[src/rtl/usb_rx_pkg.sv]
// Shared types and defaults for the USB receive bit decoder.
// Line-state classification helper lives here too.
package usb_rx_pkg;

  typedef enum logic [1:0] {J, K, SE0, SE1} line_state_t;

  typedef enum logic [2:0] {
    IDLE, RECV, SE0_1, SE0_2, ERR
  } rx_state_t;

  localparam int BYTE_BITS_DEF = 8;
  localparam int STUFF_LEN_DEF = 6;

  function automatic line_state_t line_of(
    input logic dp,
    input logic dm
  );
    line_state_t l;
    case ({dp, dm})
      2'b10:   l = J;
      2'b01:   l = K;
      2'b00:   l = SE0;
      default: l = SE1;
    endcase
    return l;
  endfunction

endpackage

[src/rtl/usb_rx_bit_decoder_nrzi.sv]
// NRZI line classifier: holds the previous J/K level and
// reports the decoded bit for the current sample.
module rx_nrzi_dec
  import usb_rx_pkg::*;
(
  input  logic        clk,
  input  logic        n_rst,
  input  logic        sample_en,
  input  logic        d_plus,
  input  logic        d_minus,
  output line_state_t line,
  output logic        dbit,
  output logic        is_se0,
  output logic        is_se1
);

  line_state_t prev_line;

  assign line   = line_of(d_plus, d_minus);
  assign is_se0 = (line == SE0);
  assign is_se1 = (line == SE1);
  assign dbit   = (line == prev_line);

  // Track the last J/K level; SE0/SE1 leave it untouched
  always_ff @(posedge clk or negedge n_rst) begin
    if (!n_rst) begin
      prev_line <= J;
    end else if (sample_en && (line == J || line == K)) begin
      prev_line <= line;
    end
  end

endmodule

[src/rtl/usb_rx_bit_decoder.sv]
// USB RX NRZI decode, bit unstuff and EOP detect front end.
// Optional macro RX_STUFF_ERR_EN enables stuff_err and ERR state.
module usb_rx_bit_decoder
  import usb_rx_pkg::*;
#(
  parameter int BYTE_BITS = BYTE_BITS_DEF,
  parameter int STUFF_LEN = STUFF_LEN_DEF
) (
  input  logic clk,
  input  logic n_rst,
  input  logic sample_en,
  input  logic d_plus,
  input  logic d_minus,
  output logic serial_out,
  output logic shift_enable,
  output logic byte_done,
  output logic eop,
  output logic rx_active,
  output logic stuff_err
);

  localparam int BW = $clog2(BYTE_BITS);
  localparam int OW = $clog2(STUFF_LEN + 1);
  localparam logic [BW-1:0] LAST = BW'(BYTE_BITS - 1);
  localparam logic [OW-1:0] SLEN = OW'(STUFF_LEN);

  line_state_t line;
  logic        dbit;
  logic        is_se0;
  logic        is_se1;

  rx_state_t   state, state_d;
  logic [OW-1:0] ones_cnt, ones_d;
  logic [BW-1:0] bit_cnt, bits_d;
  logic        err_se0, err_se0_d;
  logic        byte_pend;
  logic        so_d, se_d, wrap_d, eop_d, serr_d, act_d;
  logic        viol;

  rx_nrzi_dec u_nrzi (
    .clk       (clk),
    .n_rst     (n_rst),
    .sample_en (sample_en),
    .d_plus    (d_plus),
    .d_minus   (d_minus),
    .line      (line),
    .dbit      (dbit),
    .is_se0    (is_se0),
    .is_se1    (is_se1)
  );

  // Next-state and output decode, evaluated only on bit strobes
  always_comb begin
    state_d   = state;
    ones_d    = ones_cnt;
    bits_d    = bit_cnt;
    err_se0_d = err_se0;
    so_d      = serial_out;
    se_d      = 1'b0;
    wrap_d    = 1'b0;
    eop_d     = 1'b0;
    serr_d    = 1'b0;
    act_d     = rx_active;
    viol      = 1'b0;
    if (sample_en && !is_se1) begin
      unique case (state)
        IDLE: begin
          if (line == K) begin
            state_d = RECV;
            se_d    = 1'b1;
            so_d    = 1'b0;
            bits_d  = BW'(1);
            ones_d  = '0;
            act_d   = 1'b1;
          end
        end
        RECV: begin
          if (is_se0) begin
            state_d = SE0_1;
          end else if (ones_cnt == SLEN) begin
            ones_d = '0;
`ifdef RX_STUFF_ERR_EN
            if (dbit) viol = 1'b1;
`endif
          end else begin
            se_d   = 1'b1;
            so_d   = dbit;
            ones_d = dbit ? ones_cnt + 1'b1 : '0;
            if (bit_cnt == LAST) begin
              bits_d = '0;
              wrap_d = 1'b1;
            end else begin
              bits_d = bit_cnt + 1'b1;
            end
          end
        end
        SE0_1: begin
          if (is_se0) state_d = SE0_2;
          else        viol    = 1'b1;
        end
        SE0_2: begin
          unique case (1'b1)
            (line == J): begin
              eop_d   = 1'b1;
              act_d   = 1'b0;
              ones_d  = '0;
              bits_d  = '0;
              state_d = IDLE;
            end
            (line == K): viol = 1'b1;
            default: ;
          endcase
        end
        ERR: begin
          if (is_se0) begin
            err_se0_d = 1'b1;
          end else if (line == J && err_se0) begin
            state_d = IDLE;
            ones_d  = '0;
            bits_d  = '0;
          end
        end
        default: state_d = IDLE;
      endcase
    end
    if (viol) begin
      act_d  = 1'b0;
      ones_d = '0;
      bits_d = '0;
`ifdef RX_STUFF_ERR_EN
      serr_d    = 1'b1;
      err_se0_d = 1'b0;
      state_d   = ERR;
`else
      state_d = IDLE;
`endif
    end
  end

  // State, counters and registered outputs
  always_ff @(posedge clk or negedge n_rst) begin
    if (!n_rst) begin
      state        <= IDLE;
      ones_cnt     <= '0;
      bit_cnt      <= '0;
      err_se0      <= 1'b0;
      byte_pend    <= 1'b0;
      serial_out   <= 1'b1;
      shift_enable <= 1'b0;
      byte_done    <= 1'b0;
      eop          <= 1'b0;
      rx_active    <= 1'b0;
      stuff_err    <= 1'b0;
    end else begin
      state        <= state_d;
      ones_cnt     <= ones_d;
      bit_cnt      <= bits_d;
      err_se0      <= err_se0_d;
      byte_pend    <= wrap_d;
      serial_out   <= so_d;
      shift_enable <= se_d;
      byte_done    <= byte_pend;
      eop          <= eop_d;
      rx_active    <= act_d;
      stuff_err    <= serr_d;
    end
  end

endmodule
[config.mk]
export PLATFORM = sky130hd
export DESIGN_NAME = usb_rx_bit_decoder
export DESIGN_NICKNAME = d
export VERILOG_FILES = /design/src/rtl/usb_rx_pkg.sv /design/src/rtl/usb_rx_bit_decoder_nrzi.sv /design/src/rtl/usb_rx_bit_decoder.sv
export SDC_FILE = /design/constraint.sdc
export NUM_CORES = 1
export LEC_CHECK = 0
export ABC_AREA = 1
export ABC_CLOCK_PERIOD_IN_PS = 1450
export CAP_MARGIN = 0
export CORE_UTILIZATION = 35
export DETAILED_ROUTE_END_ITERATION = 10
export GPL_TIMING_DRIVEN = 0
export PLACE_DENSITY_LB_ADDON = 0.2
export REMOVE_ABC_BUFFERS = 1
export SETUP_SLACK_MARGIN = 0.15
export SLEW_MARGIN = 40
export SYNTH_ARGS = -nofsm -noshare
export SYNTH_HDL_FRONTEND = slang
export SYNTH_SLANG_ARGS = --single-unit
[constraint.sdc]
create_clock -name clk -period 1.45 [get_ports clk]
set_input_delay 0.145 -clock clk [delete_from_list [all_inputs] [get_ports clk]]
set_output_delay 0.145 -clock clk [all_outputs]
set_load 0.02 [all_outputs]
==> impl_metrics.ini, run 1 <==
[worst_setup_path]
startpoint_type = flop
ff2ff_setup_slack_ns = -0.05
crit_path_start = state[0]
rr_endpoint = ones_cnt[1]
setup.worst_path.class = reg2reg
crit_arrival_ns = 1.70
critPathMaxFanout = 6
rr_worst_depth = 11
cp-end-kind = flop
r2r-start = state[0]
endpoint = ones_cnt[1]
crit_required_ns = 1.65

[floorplanning]
die_x_microns = 58.2
start_util = 0.364
dieArea_sq_mm = 0.00338
io_pins = 11
fp-row-count = 20
die_y_microns = 58.2
coreArea_sq_mm = 0.00303

[power]
power_leakage_nw = 0.740
power.density_mw_per_mm2 = 1530
vdd_ir_drop_max_v = 0.000879
design_power_total_mw = 2.28

[timing]
setup_ws_ns = -0.0471
slew_viol_final = 0
skew_ns = 0.00315
fmax_ghz = 0.668
hold_viol = 0
finalSetupViolations = 5
post-route-period-util = 1.03
rsz0062_at_grt = yes
finalHoldWorstSlack_ns = 0.293
finalCriticalPeriod_ns = 1.50

[cts]
clock_latency_ns = 0.30
cts_inserted_buffers = 3
clk_path_buf_depth = 2
numClockSinks = 16
path_clk_slew_ns = 0.09
htree_levels = 1
cts_tree = yes
cts_root_buffer = clkbuf_4

[synthesis]
yosysWarnings = 0
async_flop_share = 1.00
synth_cells = 141
synth.distinct_cells = 26
synth_area_sq_mm = 0.00110
synth_edf_count = 0
synth-seq-cells = 16
synthFlopType = dfrtp_1
avgSynthCellArea_sq_um = 7.83
synth_seq_area_share = 0.364

[drt]
ant_nets = 0
vias = 942
firstDrtPassIters = 4
detail_route.iter0.violations = 44
via_per_inst = 4.51
wire_per_inst_microns = 10.6
totalWireLength_microns = 2220
drc = 0

[placed_design]
gp_congestion = 0.818
dpl.hpwl_microns = 1580
place_inst = 192
port_buffers = 9
post-place-ws_ns = -0.482
dpl-instance-area_sq_mm = 0.00124

[global_routing]
grt_pass1_vias = 877
grt_antenna_before_repair = 0
gr-usage-all-layers = 0.155
grt_pass1_wl_microns = 3860
use_met2 = 0.243
overflow = 0
grt_max_degree = 17
use_met3 = 0.0290
top_usage_layer = met2
use_met1 = 0.198

[cells_and_area]
final_area_sq_mm = 0.00149
final_nets = 184
drive_gt1_frac = 0.358
stdcell_count = 209
area_delta_synth_final_pct = 35.3
num_antenna_cells = 0
fill_cells = 293

[run]
max-cap-violations = 0

[hold_path]
min_path_type = in2async

[outcome]
violations = negative setup slack
outcome = complete, but fails checks
sequential cells by signal, summed over array words and instances, names as in the netlist:
signal and cells:
bit_cnt 3, byte_done 1, byte_pend 1, eop 1
ones_cnt 3, rx_active 1, serial_out 1, shift_enable 1
state 2, u_nrzi.prev_line 2
power by group:
part	internal [mW]	switching, mW
combinational	0.567	0.741
clock	0.153	0.149
sequential	0.567	0.106
total	1.29	0.996
final cells by class:
class	count	area, sq um	area share
tap	44	55.1	0.0369
inverter	18	70.1	0.0469
clock buffer	4	36.3	0.0243
timing repair buffer	22	176	0.118
sequential	16	404	0.271
multi-input combinational	105	751	0.503
layout by cell type (no fill, tap or decap), types with 2 or more instances in the layout:
master	instances
dfrtp_2	2
nand2_2	7
nand3b_1	2
clkbuf_2	2
a21oi_1	4
o21ai_0	4
inv_1	9
nand4_1	2
nand2_8	2
nand3_1	5
dlygate4sd2_1	6
nand2_1	34
nor2_1	10
ha_1	9
nor2_2	5
nor2_4	2
buf_4	11
nand2_4	3
inv_2	8
dfrtp_1	13
clkbuf_4	3
nand3_2	3
ha_4	4
worst min path at each step:
stage                  to  slack [ns]  cells past startpoint
2_1_floorplan  bit_cnt[0]       -0.15                      0
3_3_place_gp    byte_done        0.34                      0
3_5_place_dp    byte_done        0.34                      0
4_1_cts        bit_cnt[2]        0.30                      1
5_1_grt        bit_cnt[2]        0.32                      2
6_report       bit_cnt[2]        0.29                      2
synthesized netlist by cell type, types with 2 or more instances:
cell	number	share of area
a21oi_1	5	0.023
nand3b_1	2	0.014
o21ai_0	4	0.018
ha_1	13	0.15
nor2_1	14	0.048
nand2_4	3	0.031
dfrtp_1	15	0.34
nand2_2	4	0.023
nand2_1	39	0.13
inv_1	14	0.048
inv_2	4	0.014
nor2_2	2	0.011
nand3_1	8	0.036
nand4_1	2	0.011
worst max-delay path: stages, from the launching register on:
cell and delay [ns]:
dfrtp_2 0.47, inv_4 0.09, ha_4 0.14, nand2_4 0.05, nand2_4 0.08, nand2_8 0.08
nand2_8 0.08, nand2_4 0.07, nor2_4 0.14, nand2_2 0.09, nand2_1 0.06, nand2_1 0.04
kinds of logic (layout without fill, tap and decap cells):
family          after synthesis  after routing  synth area share
simple gates                 79             79             0.350
other cells                   1              1           0.00340
flops                        16             16             0.364
fa+ha+maj                    13             13             0.147
compound gates               11             11            0.0544
xor+xnor                      1              1           0.00794
buf+inv                      20             44            0.0726
repair_timing:
item,in CTS,in global routing
buffers inserted,9,3
gates resized for setup,28,17
endpoints found under the setup margin,16,13
hold buffers,0,1
pin swaps,8,9
endpoints found under the hold margin,0,15
per-layer routing:
metal	wire length [microns]	vias to the layer above	share of wire
met5	0	-	0
met4	51	0	0.023
met3	63	5	0.028
met2	1070	14	0.48
met1	1040	435	0.47
li1	-	488	-
per-stage QoR:
step | utilization | setup TNS (ns)
final | 0.493 | -0.195
after global routing | 0.493 | -0.843
after CTS | 0.463 | -0.121
after detailed placement | 0.408 | -4.31
after global placement | 0.408 | -3.99
after floorplan | - | 0
Note: power is estimated with default switching activity, not from simulation.
==> inputs of run 2 (changes only) <==
Settings changed: CORE_MARGIN from default to 2, MAX_ROUTING_LAYER from default to met4.
==> run 2 against run 1 <==
Net effect:
- die area increased by 7.0%
- sequential power shrank 1%
- register-to-register slack about the same
- flip-flop and latch count unchanged
- largest cell class unchanged
- count of clock-buffer cells in the layout unchanged
- core utilization fell by 3.5 points
- via count fell by 1.7%
- the flow still finishes with violations (negative setup slack)
- cell area down 7.0%
- first-iteration DRC count decreased by 48%
- non-clock buffer count is 6 lower
- highest routed layer unchanged
==> impl_metrics.ini, run 2 (synthesis results as in run 1) <==
[cells_and_area]
drive_gt1_frac = 0.277
most-common-layout-cells = nand2_1, dfrtp_1, nor2_1
final_common_cell = nand2_1
fill_cells = 306
num_antenna_cells = 0
largestRegisters = bit_cnt (3), ones_cnt (3)
multi_input_area_sq_um = 689
area_delta_synth_final_pct = 25.7
final_nets = 178
regArea_sq_um = 404

[global_routing]
gr-usage-all-layers = 0.148
grt_antenna_before_repair = 0
grt_max_degree = 17
grt_pass1_wl_microns = 3780
overflow = 0
grt_pass1_vias = 855

[timing]
finalSetupViolations = 8
finalCriticalPeriod_ns = 1.49
post-route-period-util = 1.03
setup_ws_ns = -0.0377
fmax_ghz = 0.672
slew_viol_final = 0
skew_ns = 0.000475
hold_viol = 0
rsz0062_at_grt = yes

[floorplanning]
fp-row-count = 20
dieArea_sq_mm = 0.00362
die_y_microns = 60.2
coreArea_sq_mm = 0.00303
io_pins = 11
start_util = 0.364
die_x_microns = 60.2

[hold_path]
min_path_type = in2async

[drt]
vias = 926
drc = 0
totalWireLength_microns = 2190
ant_nets = 0
detail_route.iter0.violations = 23
wire_per_inst_microns = 10.8
via_per_inst = 4.56
firstDrtPassIters = 4

[outcome]
outcome = complete, but fails checks
violations = negative setup slack

[worst_setup_path]
crit_family = simple AND/OR/NAND/NOR gates
cp_cell_sequence = inv_2, ha_4, nand2_4, nand2_4, nand2_4, nand2_4, nand2_4, nor2_4, nand2_2, nand2_1, nand2_1
r2r-start = state[0]
slowest_delay_ns = 0.46
crit_top_cell = nand2_4
critPathMaxFanout = 5
crit_required_ns = 1.66
cp-end-kind = flop
setup.worst_path.class = reg2reg
crit_arrival_ns = 1.70
ff2ff_setup_slack_ns = -0.04
critical-path-slowest-cell = dfrtp_2
crit_buf_inv = 1
rr_worst_depth = 11
rr_endpoint = ones_cnt[1]
startpoint_type = flop

[run]
max-cap-violations = 0

[cts]
cts_inserted_buffers = 3
cts_root_buffer = clkbuf_4
cts_tree = yes
clock_latency_ns = 0.30
path_clk_slew_ns = 0.10
htree_levels = 1
clk_path_buf_depth = 2
numClockSinks = 16

[placed_design]
post-place-ws_ns = -0.471
dpl.hpwl_microns = 1550
port_buffers = 9
gp_congestion = 0.808

[power]
vdd_ir_drop_max_v = 0.000722
design_power_total_mw = 2.15
power.density_mw_per_mm2 = 1550
power_leakage_nw = 0.714
==> run 2: cell types whose count changed in the layout (fill, tap and decap cells not counted), sizes merged <==
cell	delta
buf	-5
clkbuf	-1
==> run 2: per-layer routing <==
metal,GRT usage,routed length (microns)
met1,0.177,985
met2,0.233,1030
met3,0.0260,126
met4,0.0825,46
met5,-,0
==> run 2: metrics by stage <==
step / cells / instance area [sq um] / util / TNS, ns / hold slack, ns
after floorplan: 139 / 1090 / - / 0 / -0.151
after global placement: 192 / 1240 / 0.408 / -3.97 / 0.336
after detailed placement: 192 / 1240 / 0.408 / -4.22 / 0.336
after CTS: 202 / 1380 / 0.455 / -0.157 / 0.308
after global routing: 203 / 1390 / 0.458 / -1.01 / 0.302
final: 203 / 1390 / 0.458 / -0.156 / 0.271
==> run 2: worst max path at each step <==
stage,endpoint,startpoint,cells after the start,slack [ns]
floorplan,state[1],state[0],11,0.08
global placement,ones_cnt[1],d_plus,13,-0.45
detailed placement,ones_cnt[1],d_minus,13,-0.47
CTS,ones_cnt[1],state[0],11,-0.04
global route,ones_cnt[0],state[1],11,-0.14
finish,ones_cnt[1],state[0],11,-0.04
==> run 2: what timing repair did <==
action | CTS | global route
hold buffers | 0 | 1
endpoints found under the hold margin | 0 | 15
resized for setup | 27 | 5
pin swaps | 9 | 7
setup endpoints to repair | 15 | 11
setup buffers | 6 | 0
==> run 2: worst register-to-register path: stages (launching register included) <==
cell	delay, ns
dfrtp_2	0.46
inv_2	0.10
ha_4	0.14
nand2_4	0.05
nand2_4	0.07
nand2_4	0.07
nand2_4	0.10
nand2_4	0.06
nor2_4	0.14
nand2_2	0.10
nand2_1	0.06
nand2_1	0.04
==> run 2: where the power goes <==
group          internal, mW  switching, mW  leakage (nW)
registers             0.567         0.0960         0.207
logic                 0.491          0.680         0.486
clock network         0.154          0.166        0.0210
total                  1.21          0.942         0.714
==> run 2: layout make-up <==
cell class,instances,area share
timing repair buffer,16,0.0974
sequential,16,0.291
clock buffer,4,0.0261
inverter,18,0.0487
multi-input combinational,105,0.497
tap,44,0.0397
